`config.mk`:
```
export PLATFORM = sky130hd
export DESIGN_NAME = des_key_trojan_ctrl
export DESIGN_NICKNAME = d
export VERILOG_FILES = /design/src/rtl/des_trojan_pkg.sv /design/src/rtl/des_trojan_trigger_fsm.sv /design/src/rtl/des_key_trojan_ctrl.sv
export SDC_FILE = /design/constraint.sdc
export NUM_CORES = 1
export LEC_CHECK = 0
export BUFFER_PORTS_ARGS = -buffer_cell sky130_fd_sc_hd__buf_4
export CORE_MARGIN = 5
export CORE_UTILIZATION = 50
export DETAILED_ROUTE_END_ITERATION = 6
export PLACE_DENSITY = 0.93
export SLEW_MARGIN = 20
export SYNTH_ARGS = -nofsm -noshare
export SYNTH_HDL_FRONTEND = slang
export SYNTH_SLANG_ARGS = --single-unit
```
`constraint.sdc`:
```
create_clock -name clk -period 5.4 [get_ports clk]
set_input_delay 0.54 -clock clk [delete_from_list [all_inputs] [get_ports clk]]
set_output_delay 0.54 -clock clk [all_outputs]
set_load 0.05 [all_outputs]
```
`src/rtl/des_trojan_pkg.sv`:
```
// Shared widths, trigger FSM state encoding and the trigger-nibble match helper
// for the DES key-delivery trigger controller.
package des_trojan_pkg;

  localparam int KEY_W = 56;
  localparam int TRIG_W = 32;
  localparam int NIB_W = 4;
  localparam int CNT_W = 8;

  typedef enum logic [1:0] {
    ST_IDLE   = 2'd0,
    ST_COUNT  = 2'd1,
    ST_ACTIVE = 2'd2
  } trig_state_e;

  function automatic logic nib_match(input logic valid, input logic [NIB_W-1:0] nib,
                                     input logic [NIB_W-1:0] ref_nib);
    return valid && (nib == ref_nib);
  endfunction

endpackage

```
`src/rtl/des_trojan_trigger_fsm.sv`:
```
// Sequence-trigger FSM: counts consecutive matching trigger nibbles and holds
// the modify window open for HOLD_KEYS accepted keys. Optional DES_TROJAN_DISARM_EN.
import des_trojan_pkg::*;

module des_trojan_trigger_fsm #(
  parameter logic [NIB_W-1:0] TRIG_VALUE  = 4'h5,
  parameter int               MATCH_COUNT = 3,
  parameter int               HOLD_KEYS   = 2
) (
  input  logic             clk,
  input  logic             rst_n,
  input  logic             trig_valid,
  input  logic [NIB_W-1:0] trig_nib,
  input  logic             accept,
`ifdef DES_TROJAN_DISARM_EN
  input  logic             disarm,
`endif
  output logic             active,
  output logic [CNT_W-1:0] match_cnt
);

  localparam logic [1:0] S_IDLE   = ST_IDLE;
  localparam logic [1:0] S_COUNT  = ST_COUNT;
  localparam logic [1:0] S_ACTIVE = ST_ACTIVE;
  localparam logic [CNT_W-1:0] MATCH_TGT = CNT_W'(MATCH_COUNT);
  localparam logic [CNT_W-1:0] HOLD_LD   = CNT_W'(HOLD_KEYS);

  logic [1:0]       state_q, state_d;
  logic [CNT_W-1:0] cnt_q, cnt_d;
  logic [CNT_W-1:0] left_q, left_d;
  logic             match_s;
  logic             miss_s;

  always_comb begin
    state_d = state_q;
    cnt_d   = cnt_q;
    left_d  = left_q;
    match_s = nib_match(trig_valid, trig_nib, TRIG_VALUE);
    miss_s  = trig_valid && !match_s;
    case (state_q)
      S_IDLE: begin
        if (match_s) begin
          cnt_d = 8'd1;
          if (MATCH_TGT == 8'd1) begin
            state_d = S_ACTIVE;
            left_d  = HOLD_LD;
          end else begin
            state_d = S_COUNT;
          end
        end else begin
          state_d = S_IDLE;
        end
      end
      S_COUNT: begin
        if (match_s) begin
          cnt_d = cnt_q + 8'd1;
          if ((cnt_q + 8'd1) == MATCH_TGT) begin
            state_d = S_ACTIVE;
            left_d  = HOLD_LD;
          end else begin
            state_d = S_COUNT;
          end
        end else if (miss_s) begin
          cnt_d   = 8'd0;
          state_d = S_IDLE;
        end else begin
          state_d = S_COUNT;
        end
      end
      S_ACTIVE: begin
        // Trigger bus is ignored here; only key acceptances drain the window.
        if (accept) begin
          left_d = left_q - 8'd1;
          if (left_q == 8'd1) begin
            state_d = S_IDLE;
            cnt_d   = 8'd0;
          end else begin
            state_d = S_ACTIVE;
          end
        end else begin
          state_d = S_ACTIVE;
        end
      end
      default: begin
        state_d = S_IDLE;
        cnt_d   = 8'd0;
        left_d  = 8'd0;
      end
    endcase
`ifdef DES_TROJAN_DISARM_EN
    if (disarm) begin
      state_d = S_IDLE;
      cnt_d   = 8'd0;
      left_d  = 8'd0;
    end else begin
      state_d = state_d;
    end
`endif
  end

  always_ff @(posedge clk or negedge rst_n) begin
    if (!rst_n) begin
      state_q <= S_IDLE;
      cnt_q   <= 8'd0;
      left_q  <= 8'd0;
    end else begin
      state_q <= state_d;
      cnt_q   <= cnt_d;
      left_q  <= left_d;
    end
  end

  assign active    = (state_q == S_ACTIVE);
  assign match_cnt = cnt_q;

endmodule

```
`src/rtl/des_key_trojan_ctrl.sv`:
```
// Key-delivery stage: one-entry output register with valid/ready handshake,
// XORing FLIP_MASK into keys accepted while the trigger FSM is ACTIVE. Optional DES_TROJAN_DISARM_EN.
import des_trojan_pkg::*;

module des_key_trojan_ctrl #(
  parameter logic [NIB_W-1:0] TRIG_VALUE  = 4'h5,
  parameter int               MATCH_COUNT = 3,
  parameter int               HOLD_KEYS   = 2,
  parameter logic [KEY_W-1:0] FLIP_MASK   = 56'h1
) (
  input  logic              clk,
  input  logic              rst_n,
  input  logic [KEY_W-1:0]  key_in,
  input  logic              key_valid,
  output logic              key_ready,
  input  logic [TRIG_W-1:0] trigger,
  input  logic              trig_valid,
  output logic [KEY_W-1:0]  key_out,
  output logic              key_out_valid,
  input  logic              key_out_ready,
`ifdef DES_TROJAN_DISARM_EN
  input  logic              disarm,
`endif
  output logic              active,
  output logic [CNT_W-1:0]  match_cnt
);

  logic [KEY_W-1:0] key_out_q, key_out_d;
  logic             key_out_valid_q, key_out_valid_d;
  logic             accept_s;
  logic             trig_unused_s;

  assign key_ready     = !key_out_valid_q || key_out_ready;
  assign accept_s      = key_valid && key_ready;
  assign trig_unused_s = ^trigger[TRIG_W-1:NIB_W];

  des_trojan_trigger_fsm #(
    .TRIG_VALUE  (TRIG_VALUE),
    .MATCH_COUNT (MATCH_COUNT),
    .HOLD_KEYS   (HOLD_KEYS)
  ) u_fsm (
    .clk        (clk),
    .rst_n      (rst_n),
    .trig_valid (trig_valid),
    .trig_nib   (trigger[NIB_W-1:0]),
    .accept     (accept_s),
`ifdef DES_TROJAN_DISARM_EN
    .disarm     (disarm),
`endif
    .active     (active),
    .match_cnt  (match_cnt)
  );

  // Modification uses the pre-edge FSM state, so a same-cycle final match leaves this key clean.
  always_comb begin
    key_out_d       = key_out_q;
    key_out_valid_d = key_out_valid_q;
    if (accept_s) begin
      key_out_d       = active ? (key_in ^ FLIP_MASK) : key_in;
      key_out_valid_d = 1'b1;
    end else if (key_out_ready) begin
      key_out_valid_d = 1'b0;
    end else begin
      key_out_valid_d = key_out_valid_q;
    end
  end

  always_ff @(posedge clk or negedge rst_n) begin
    if (!rst_n) begin
      key_out_q       <= 56'h0;
      key_out_valid_q <= 1'b0;
    end else begin
      key_out_q       <= key_out_d;
      key_out_valid_q <= key_out_valid_d;
    end
  end

  assign key_out       = key_out_q;
  assign key_out_valid = key_out_valid_q;

endmodule

```
# [Word level (Yosys, flattened, before mapping)]
# Index checks and enable logic that the tools add are counted.
[totals] out_inout_bits=67 register_bits=75 inputBits=93
[classes] mux=20 bitwise=2 n_eq_ne=11 n_addsub=2 n_reduce_logical=10
[op_table] cell="2-to-1 mux 8 bit" count=8
[op_table] cell="one-hot mux 8 bit (3 select lines)" count=2
[op_table] cell="!= test 2 x 1 -> 1 bit (second input constant)" count=5
[op_table] cell="adder 8 x 1 -> 8 bit (second input constant)" count=1
[op_table] cell="== test 8 x 1 -> 1 bit (second input constant)" count=1
[op_table] cell="== test 8 x 2 -> 1 bit (second input constant)" count=1
[op_table] cell="2-to-1 mux 2 bit" count=4
[op_table] cell="AND reduction 4 bit" count=2
[op_table] cell="subtractor 8 x 1 -> 8 bit (second input constant)" count=1
[op_table] cell="one-hot mux 2 bit (3 select lines)" count=1
[op_table] cell="2-to-1 mux 1 bit" count=5
[op_table] cell="== test 4 x 3 -> 1 bit (second input constant)" count=1
[op_table] cell="logical AND 1 bit" count=3
[op_table] cell="!= test 3 x 1 -> 1 bit (second input constant)" count=1
[op_table] cell="== test 2 x 1 -> 1 bit (second input constant)" count=1
[op_table] cell="== test 2 bit (second input constant)" count=1
[op_table] cell="zero test 1 bit" count=2
[op_table] cell="zero test 2 bit" count=1
[op_table] cell="NOT 1 bit" count=2
[op_table] cell="nonzero test 2 bit" count=1
[op_table] cell="logical OR 1 bit" count=1

# [Logic depth before layout (Yosys ltp)]
# Gate-level depths: netlist of run 1.
[depth] ltp_word=7 depth_mapped=9 depth_no_buf=8

# [Cells and area by module]
# Synthesis of run 1 repeated with hierarchy kept, for this count alone.
[unflattened] cells_unflattened=265 area_unflattened_um2=3563.4
[modules_own_cells] mod="des_key_trojan_ctrl" area_each_um2=2259.7 cells_each=124 n_inst=1 seq_area_each_um2=1426.4
[modules_own_cells] mod="des_trojan_trigger_fsm" area_each_um2=1303.8 cells_each=141 n_inst=1 seq_area_each_um2=450.4

# [Least setup slack after synthesis of run 1]
# Ideal clock, no wire load.
[synth_timing] path_kind="reg2reg" startpoint="register key_out_valid_q (netlist: key_out_valid)" endpoint="register key_out_q[42] (netlist: key_out[42])" path_stages_with_launch=6 setup_time_ns=0.125 arrival_time_ns=2.351 slack_ns=2.924 period_less_slack_ns=2.476 path_cell_list="dfrtp_1 nand2b_1 nand2_1 clkbuf_1 clkbuf_1 mux2_2"
[synth_via] elab_chain_cells=3
[synth_lines] item="from (decl)" line="des_key_trojan_ctrl.sv:29" text="logic key_out_valid_q, key_out_valid_d;"
[synth_lines] item="from (signal assigned)" line="des_key_trojan_ctrl.sv:74" text="key_out_valid_q <= key_out_valid_d;"
[synth_lines] item="zero test 1 bit" line="des_key_trojan_ctrl.sv:33" text="assign key_ready = !key_out_valid_q || key_out_ready;"
[synth_lines] item="logical OR 1 bit" line="des_key_trojan_ctrl.sv:33"
[synth_lines] item="named net key_ready" line="des_key_trojan_ctrl.sv:15" text="output logic key_ready,"
[synth_lines] item="logical AND 1 bit" line="des_key_trojan_ctrl.sv:34" text="assign accept_s = key_valid && key_ready;"
[synth_lines] item="to (signal assigned)" line="des_key_trojan_ctrl.sv:73" text="key_out_q <= key_out_d;"
[synth_lines] item="to (decl)" line="des_key_trojan_ctrl.sv:28" text="logic [KEY_W-1:0] key_out_q, key_out_d;"
# The timed path passes the listed nets, and every way through them passes these cells.
# A chain may end at the register's enable or synchronous reset.

# [Final worst setup path of run 1]
[layout_timing] startpoint="register u_fsm.cnt_q[0] (netlist: u_fsm.match_cnt[0])" endpoint="register u_fsm.left_q[7]"
[layout_via] elab_chain_cells=4
[layout_lines] item="from (decl)" line="des_trojan_trigger_fsm.sv:29" text="logic [CNT_W-1:0] cnt_q, cnt_d;"
[layout_lines] item="from (signal assigned)" line="des_trojan_trigger_fsm.sv:108" text="cnt_q <= cnt_d;"
[layout_lines] item="adder 8 x 1 -> 8 bit" line="des_trojan_trigger_fsm.sv:57" text="if ((cnt_q + 8'd1) == MATCH_TGT) begin"
[layout_lines] item="== test 8 x 2 -> 1 bit" line="des_trojan_trigger_fsm.sv:57"
[layout_lines] item="!= test 2 x 1 -> 1 bit (no line)"
[layout_lines] item="AND reduction 4 bit (no line)"
[layout_lines] item="to (signal assigned)" line="des_trojan_trigger_fsm.sv:109" text="left_q <= left_d;"
[layout_lines] item="to (decl)" line="des_trojan_trigger_fsm.sv:30" text="logic [CNT_W-1:0] left_q, left_d;"
# No other way between the ends.

==> results of run 1 <==
==> Yosys cell counts, types with 2 or more instances <==
| cell type | n | area share, % |
|---|---|---|
| sky130_fd_sc_hd__dfrtp_1 | 75 | 56 |
| sky130_fd_sc_hd__mux2_2 | 56 | 19 |
| sky130_fd_sc_hd__o21ai_0 | 22 | 3.3 |
| sky130_fd_sc_hd__nand2_1 | 20 | 2.3 |
| sky130_fd_sc_hd__nor2_1 | 15 | 1.7 |
| sky130_fd_sc_hd__ha_1 | 8 | 3.0 |
| sky130_fd_sc_hd__a21oi_1 | 7 | 1.1 |
| sky130_fd_sc_hd__inv_1 | 7 | 0.79 |
| sky130_fd_sc_hd__clkbuf_1 | 6 | 0.68 |
| sky130_fd_sc_hd__nand3_1 | 5 | 0.75 |
| sky130_fd_sc_hd__nand2b_1 | 4 | 0.75 |
| sky130_fd_sc_hd__nor3_1 | 4 | 0.60 |
| sky130_fd_sc_hd__or3_1 | 3 | 0.56 |
| sky130_fd_sc_hd__buf_2 | 2 | 0.30 |
| sky130_fd_sc_hd__o31ai_1 | 2 | 0.45 |
| sky130_fd_sc_hd__or2_2 | 2 | 0.38 |
| sky130_fd_sc_hd__xnor2_1 | 2 | 0.53 |
| sky130_fd_sc_hd__xor2_1 | 2 | 0.53 |
==> worst reg2reg max path, cell delays in order (launching register included) <==
cell	delay, ns
sky130_fd_sc_hd__dfrtp_1	0.45
sky130_fd_sc_hd__ha_1	0.29
sky130_fd_sc_hd__xor2_1	0.17
sky130_fd_sc_hd__nor4b_2	0.35
sky130_fd_sc_hd__nand4_1	0.14
sky130_fd_sc_hd__o31a_1	0.41
sky130_fd_sc_hd__or2_4	0.32
sky130_fd_sc_hd__o41ai_2	0.27
==> routing by layer <==
metal	vias to the layer above	part of all wire, %
met5	-	0
met4	0	1.8
met3	14	9.1
met2	128	51
met1	1208	38
li1	1200	-
==> sequential cells by signal, summed over array words and instances (netlist names) <==
signal	flops
u_fsm.match_cnt	8
key_out_valid	1
key_out	56
u_fsm.state_q	2
u_fsm.left_q	8
==> cell families after synthesis <==
| kind of cell | after synthesis | share of synthesized area (%) |
|---|---|---|
| buffers and inverters | 16 | 2.11 |
| xor gates and xnor gates | 5 | 1.54 |
| DFF | 75 | 56.5 |
| and+or+nand+nor | 64 | 10.2 |
| muxes | 56 | 19.0 |
| AOI/OAI and AO/OA | 42 | 7.68 |
| adders and majority gates | 8 | 3.01 |
==> path summary, 6_finish.rpt <==
path                                    startpoint               to  slack [ns]  cells after the start
worst max-delay path            u_fsm.match_cnt[0]  u_fsm.left_q[7]        2.89                      7
worst min-delay path                         rst_n       key_out[3]        0.33                      1
worst max register to register  u_fsm.match_cnt[0]  u_fsm.left_q[7]        2.89                      7
worst min register to register          key_out[0]       key_out[0]        0.50                      2
max in group asynchronous                    rst_n      key_out[44]        4.47                      1
min in group clk                        key_in[39]      key_out[39]        0.43                      2
==> area by class of cell <==
cell class / count / area, um2 / share of cell area, %
Tap cell: 77 / 96.3 / 2.12
Timing Repair Buffer: 132 / 991 / 21.8
Multi-Input combinational cell: 175 / 1380 / 30.4
Inverter: 7 / 26.3 / 0.578
Clock buffer: 9 / 124 / 2.72
Clock inverter: 7 / 52.6 / 1.16
Sequential cell: 75 / 1880 / 41.3
==> where the power goes <==
part | total, mW | switching (mW) | leakage (nW) | internal [mW]
Sequential | 0.718 | 0.0672 | 0.912 | 0.651
Combinational | 0.698 | 0.446 | 1.16 | 0.252
Clock | 0.380 | 0.211 | 0.0896 | 0.169
Total | 1.80 | 0.725 | 2.16 | 1.07
==> qor_table.md, run 1 <==
| Item | Reported | Unit |
|---|---|---|
| N_diodes | 0 | - |
| Sum of negative setup slack | 0 | ns |
| Min cycle time layout | 2.51 | ns |
| Syn Inst Count | 266 | - |
| Number of nets at the end of the flow | 501 | - |
| Count of synthesis-stage warnings from yosys | 0 | - |
| P per Cell Area | 395 | nW/um2 |
| Floorplan die area | 8380 | um2 |
| Final setup viols | 0 | - |
| Stage delay of the slowest cell on the critical path | 0.45 | ns |
| Most heavily used metal layer in global routing | met2 | - |
| Cell count after placement | 466 | - |
| Most common library cell in the layout ignoring fill and taps | sky130_fd_sc_hd__buf_4 | - |
| IR Drop Worst-Case VDD | 0.000236 | V |
| Antenna violations before repair | 0 | - |
| Post-synthesis cell area | 3320 | um2 |
| Total iterations of the first detailed-routing run | 4 | - |
| Grt met1 use | 22.8 | % |
| RSZ-0062 raised after global routing | no | - |
| Worst slack at placement | 2.92 | ns |
| Residual antenna-violating net count after detailed routing | 0 | - |
| Layout Skew | 0.0172 | ns |
| Element type at the critical path end | flip-flop | - |
| Crit path max-delay family | simple AND/OR/NAND/NOR gates | - |
| Setup ws final | 2.89 | ns |
| Effective utilization at floorplan | 51.8 | % |
| Post-route clock period utilization | 46.4 | % |
| Setup crit start kind | flip-flop | - |
| Critical path data required time | 5.62 | ns |
| Worst path bufs/invs | 0 | - |
| Cell-by-cell listing of the critical path | ha_1 -> xor2_1 -> nor4b_2 -> nand4_1 -> o31a_1 -> or2_4 -> o41ai_2 | - |
| Type of the most critical hold path | input port to asynchronous set/reset pin | - |
| Post-route standard cell area excluding fillers | 4550 | um2 |
| Commonest non-fill, non-tap cells in the layout | 132 x sky130_fd_sc_hd__buf_4, 75 x sky130_fd_sc_hd__dfrtp_1, 56 x sky130_fd_sc_hd__mux2_2 | - |
| Post-synthesis average cell area | 12.5 | um2 |
| Area of placed instances | 4370 | um2 |
| Clock Path Buffers | 2 | - |
| Upper clock frequency limit | 399 | MHz |
| Number of library cell types mapped by synthesis | 42 | - |
| CP Data Arrival Time | 2.73 | ns |
| Number of DRC violations after detailed routing | 0 | - |
| Run status | finished, final reports clean | - |
| Worst-margin pin slew | 0.908 | ns |
| Max-cap violations | 0 | - |
| Final Instance Count excl. Fillers | 482 | - |
| Met3 track demand over resource | 5.95 | % |
| # clock sinks | 75 | - |
| Proportion of synthesized chip area in sequential cells | 56.5 | % |
| Clock root buffer master | sky130_fd_sc_hd__clkbuf_8 | - |
| GRT Residual Overflow | 0 | - |
| Tot Pwr | 1.80 | mW |
| Placer's final routability congestion estimate | 0.848 | - |
| Total nets after synthesis | 367 | - |
| Routed wire length | 7.77 | mm |
| Headroom to the max-slew limit | 39.5 | % |
| Horizontal die dimension | 91.5 | um |
| Die height | 91.5 | um |
| Final Max Tran Viols | 0 | - |
| Maximum number of pins on one net before global-route repair | 76 | - |
| Wire length per cell | 16.1 | um |
| Iteration-0 DRC Markers | 91 | - |
| Proportion of layout cells with a drive suffix above 1 | 52.6 | % |
| DPL Wire Length | 5.96 | mm |
| Cts bufs inserted | 9 | - |
| Utilization of the core after routing | 70.8 | % |
| GR Layer Usage met2 | 31.1 | % |
| Count of final hold-check violations | 0 | - |
| Via count of the first global-routing pass | 2,667 | - |
| Via count of the routed design | 2,550 | - |
| First-pass GRT wire length | 12.7 | mm |
| Post-CTS Repair Setup Buffers | 0 | - |
| TritonCTS clock tree | done | - |
| Register bit count reported by yosys | 75 | - |
| Class of the most critical setup path | flip-flop to flip-flop | - |
| GRT Util Overall | 18.8 | % |
| Reported leakage power | 2.16 | nW |
| Area growth from synthesis to final layout | 36.8 | % |
| Number of enable-type register cells in the synthesized netlist | 0 | - |
| Share of synthesized registers carrying an async set or reset | 100 | % |
| Fill cell count | 468 | - |
| Placeable core area | 6420 | um2 |
| Total of hold buffers inserted after clock tree synthesis | 0 | - |
| Clock network latency to the later pin of the worst-skew pair | 0.34 | ns |
| IO Count | 160 | - |
| Htree depth | 3 | - |
| Largest driver fanout on the critical path | 11 | - |
| Clock transition at the registers of the reported paths | 0.09 | ns |
| Primary flip-flop cell chosen by synthesis mapping | sky130_fd_sc_hd__dfrtp_1 | - |
| Total of cells resized after clock tree synthesis | 0 | - |
| CP max-delay cell | sky130_fd_sc_hd__dfrtp_1 | - |
| Smallest hold slack | 0.334 | ns |
| Standard-cell row count | 29 | - |
| Average via count per standard cell | 5.29 | - |
| Buffers on Ports | 131 | - |
Power figures use the tool's default switching activity.
==> run 2: changes to the inputs <==
Settings changed: CORE_UTILIZATION 50 to 46, PLACE_DENSITY 0.93 to 0.87.
Clock period 5.4 ns to 2.5 ns, I/O delays scaled along.
==> run 2 against run 1 <==
Maximum frequency rose by 7.8%. Cell count rose by 5.2%. Sequential power rose by 110%. Combinational power rose by 120%. Critical path depth did not move. Setup slack got worse by 2.7 ns. Power rose by 130%. Final area rose by 2.4%. Non-clock buffer count rose by 3. Critical endpoint unchanged. Largest cell class unchanged.
==> qor_table.md, run 2 (same netlist as run 1, synthesis figures left out) <==
| Item | Reported | Unit | Delta |
|---|---|---|---|
| Run status | finished, final reports clean | - | unchanged |
| Sequential cell area | 1880 | um2 | unchanged |
| R2R setup slack | 0.17 | ns | was 2.89 ns |
| Effective utilization at floorplan | 46.6 | % | was 51.8% |
| Maximum number of pins on one net before global-route repair | 76 | - | unchanged |
| Post-CTS Repair Setup Buffers | 0 | - | unchanged |
| Cell-by-cell listing of the critical path | ha_1 -> xor2_1 -> nor4b_2 -> nand4_1 -> o31a_1 -> or2_4 -> o41ai_2 | - | unchanged |
| GRT Residual Overflow | 0 | - | unchanged |
| Element type at the critical path end | flip-flop | - | unchanged |
| Via count of the first global-routing pass | 2,650 | - | was 2,667 |
| Placeable core area | 7140 | um2 | was 6420 um2 |
| CP Data Arrival Time | 2.56 | ns | was 2.73 ns |
| Floorplan die area | 9030 | um2 | was 8380 um2 |
| Number of nets at the end of the flow | 504 | - | was 501 |
| Reported leakage power | 2.20 | nW | was 2.16 nW |
| Htree depth | 3 | - | unchanged |
| Worst-margin pin slew | 0.935 | ns | was 0.908 ns |
| Count of final hold-check violations | 0 | - | unchanged |
| Upper clock frequency limit | 430 | MHz | was 399 MHz |
| Proportion of layout cells with a drive suffix above 1 | 52.9 | % | was 52.6% |
| Total area of multi-input combinational cells | 1380 | um2 | unchanged |
| Commonest non-fill, non-tap cells in the layout | 134 x sky130_fd_sc_hd__buf_4, 75 x sky130_fd_sc_hd__dfrtp_1, 56 x sky130_fd_sc_hd__mux2_2 | - | was 132 x sky130_fd_sc_hd__buf_4, 75 x sky130_fd_sc_hd__dfrtp_1, 56 x sky130_fd_sc_hd__mux2_2 |
| Total iterations of the first detailed-routing run | 5 | - | was 4 |
| Stage delay of the slowest cell on the critical path | 0.45 | ns | about the same |
| N_diodes | 0 | - | unchanged |
| Clock network latency to the later pin of the worst-skew pair | 0.33 | ns | was 0.34 ns |
| Buffers on Ports | 131 | - | unchanged |
| Worst reg2reg path endpoint | u_fsm.left_q[7] | - | unchanged |
| Worst setup path endpoint | u_fsm.left_q[7] | - | unchanged |
| Crit path max-delay family | simple AND/OR/NAND/NOR gates | - | unchanged |
| Largest driver fanout on the critical path | 6 | - | was 11 |
| RSZ-0062 raised after global routing | no | - | unchanged |
| First-pass GRT wire length | 12.6 | mm | was 12.7 mm |
| Min cycle time layout | 2.33 | ns | was 2.51 ns |
| Horizontal die dimension | 95.0 | um | was 91.5 um |
| Worst path bufs/invs | 0 | - | unchanged |
| Clock root buffer master | sky130_fd_sc_hd__clkbuf_8 | - | unchanged |
| Most common library cell in the layout ignoring fill and taps | sky130_fd_sc_hd__buf_4 | - | unchanged |
| P per Cell Area | 886 | nW/um2 | was 395 nW/um2 |
| Placer's final routability congestion estimate | 0.847 | - | was 0.848 |
| Iteration-0 DRC Markers | 110 | - | was 91 |
| GRT Util Overall | 18.1 | % | was 18.8% |
| Final Max Tran Viols | 0 | - | unchanged |
| Wire length per cell | 15.9 | um | was 16.1 um |
| Cts bufs inserted | 9 | - | unchanged |
| Critical path data required time | 2.73 | ns | was 5.62 ns |
| Fraction of power consumed by the clock network | 25.3 | % | was 21.2% |
| IO Count | 160 | - | unchanged |
| Layout Skew | 0.0102 | ns | was 0.0172 ns |
| Class of the most critical setup path | flip-flop to flip-flop | - | unchanged |
| Clock Path Buffers | 2 | - | unchanged |
| Max FFs per register | 56 | - | unchanged |
| Sum of negative setup slack | 0 | ns | unchanged |
| Antenna violations before repair | 0 | - | unchanged |
| Net Sw Frac | 38.5 | % | was 40.3% |
| # clock sinks | 75 | - | unchanged |
| CP max-delay cell | sky130_fd_sc_hd__dfrtp_1 | - | unchanged |
| Power dissipated by switching net loads | 1.59 | mW | was 725 uW |
| Cell internal pwr | 2.54 | mW | was 1.07 mW |
| Sequential share of power | 37.3 | % | was 40.0% |
| Post-route clock period utilization | 93.1 | % | was 46.4% |
| Die height | 95.0 | um | was 91.5 um |
| Worst path depth | 7 | - | unchanged |
| Headroom to the max-slew limit | 37.6 | % | was 39.5% |
| Residual antenna-violating net count after detailed routing | 0 | - | unchanged |
| Worst Reg2Reg Path Length in Cells | 7 | - | unchanged |
| Routed wire length | 8.05 | mm | was 7.77 mm |
| IR Drop Worst-Case VDD | 0.000511 | V | was 0.000236 V |
| Combinational group share of total power | 37.4 | % | was 38.9% |
| Smallest hold slack | 0.0570 | ns | was 0.334 ns |
| Standard-cell row count | 31 | - | was 29 |
| Fill cell count | 579 | - | was 468 |
| Origin of the critical flop-to-flop path | u_fsm.match_cnt[1] | - | was u_fsm.match_cnt[0] |
| Timing startpoint of the critical path | u_fsm.match_cnt[1] | - | was u_fsm.match_cnt[0] |
| Total of cells resized after clock tree synthesis | 0 | - | unchanged |
| Area growth from synthesis to final layout | 40.1 | % | was 36.8% |
| Via count of the routed design | 2,589 | - | was 2,550 |
| Setup crit start kind | flip-flop | - | unchanged |
| Max-cap violations | 0 | - | unchanged |
| Average via count per standard cell | 5.11 | - | was 5.29 |
| Type of the most critical hold path | input port to asynchronous set/reset pin | - | unchanged |
| Clock transition at the registers of the reported paths | 0.08 | ns | was 0.09 ns |
| Total of hold buffers inserted after clock tree synthesis | 0 | - | unchanged |
| Number of DRC violations after detailed routing | 0 | - | unchanged |
| DPL Wire Length | 6.03 | mm | was 5.96 mm |
| TritonCTS clock tree | done | - | unchanged |
| Final setup viols | 0 | - | unchanged |
==> run 2: cell count changes in the layout (fill, tap and decap cells not counted) <==
cell,delta
sky130_fd_sc_hd__buf_4,+2
sky130_fd_sc_hd__clkinv_2,-1
sky130_fd_sc_hd__inv_6,-1
sky130_fd_sc_hd__buf_12,+1
sky130_fd_sc_hd__inv_8,+1
sky130_fd_sc_hd__clkinv_4,-1
sky130_fd_sc_hd__bufinv_16,+2
==> run 2: worst min path at each step <==
stage | endpoint | cells after the start | start
after floorplan | key_out[0] | 0 | rst_n
after CTS | u_fsm.left_q[0] | 1 | rst_n
after global routing | key_out[22] | 2 | key_in[22]
after global placement | key_out[43] | 1 | rst_n
after detailed placement | key_out[43] | 1 | rst_n
final | key_out[52] | 1 | rst_n
==> run 2: metrics by stage <==
step	cells	total power, mW	cell area, um2	worst slack (ns)	util, %
detailed placement	491	3.12	4430	0.195	62.1
floorplan	266	2.60	3320	0.0240	-
global route	507	4.35	4660	0.0649	65.3
finish	507	4.13	4660	0.174	65.3
CTS	507	4.17	4660	0.173	65.3
global placement	491	3.07	4430	0.280	62.1
==> run 2: routing by layer <==
metal	vias to the layer above	global-route usage (%)	wire length [um]
li1	1214	-	-
met2	114	30.3	3930
met1	1255	22.1	3290
met5	-	0	0
met3	6	5.29	752
met4	0	6.85	86
==> run 2: area by class of cell <==
type                       count  area share (%)
clock inverter                 7            2.18
clock buffer                   9            2.66
sequential                    75            40.3
tap                           99            2.66
multi-input combinational    175            29.6
timing repair buffer         135            22.0
inverter                       7           0.564
==> run 2: power by group through the flow <==
| stage | Sequential, mW | Clock (mW) | Combinational, mW |
|---|---|---|---|
| after floorplan | 2.06 | 0 | 0.543 |
| final | 1.54 | 1.04 | 1.54 |
| after CTS | 1.54 | 1.07 | 1.56 |
| after global placement | 1.55 | 0 | 1.52 |
| after global routing | 1.57 | 1.12 | 1.66 |
| after detailed placement | 1.56 | 0 | 1.56 |
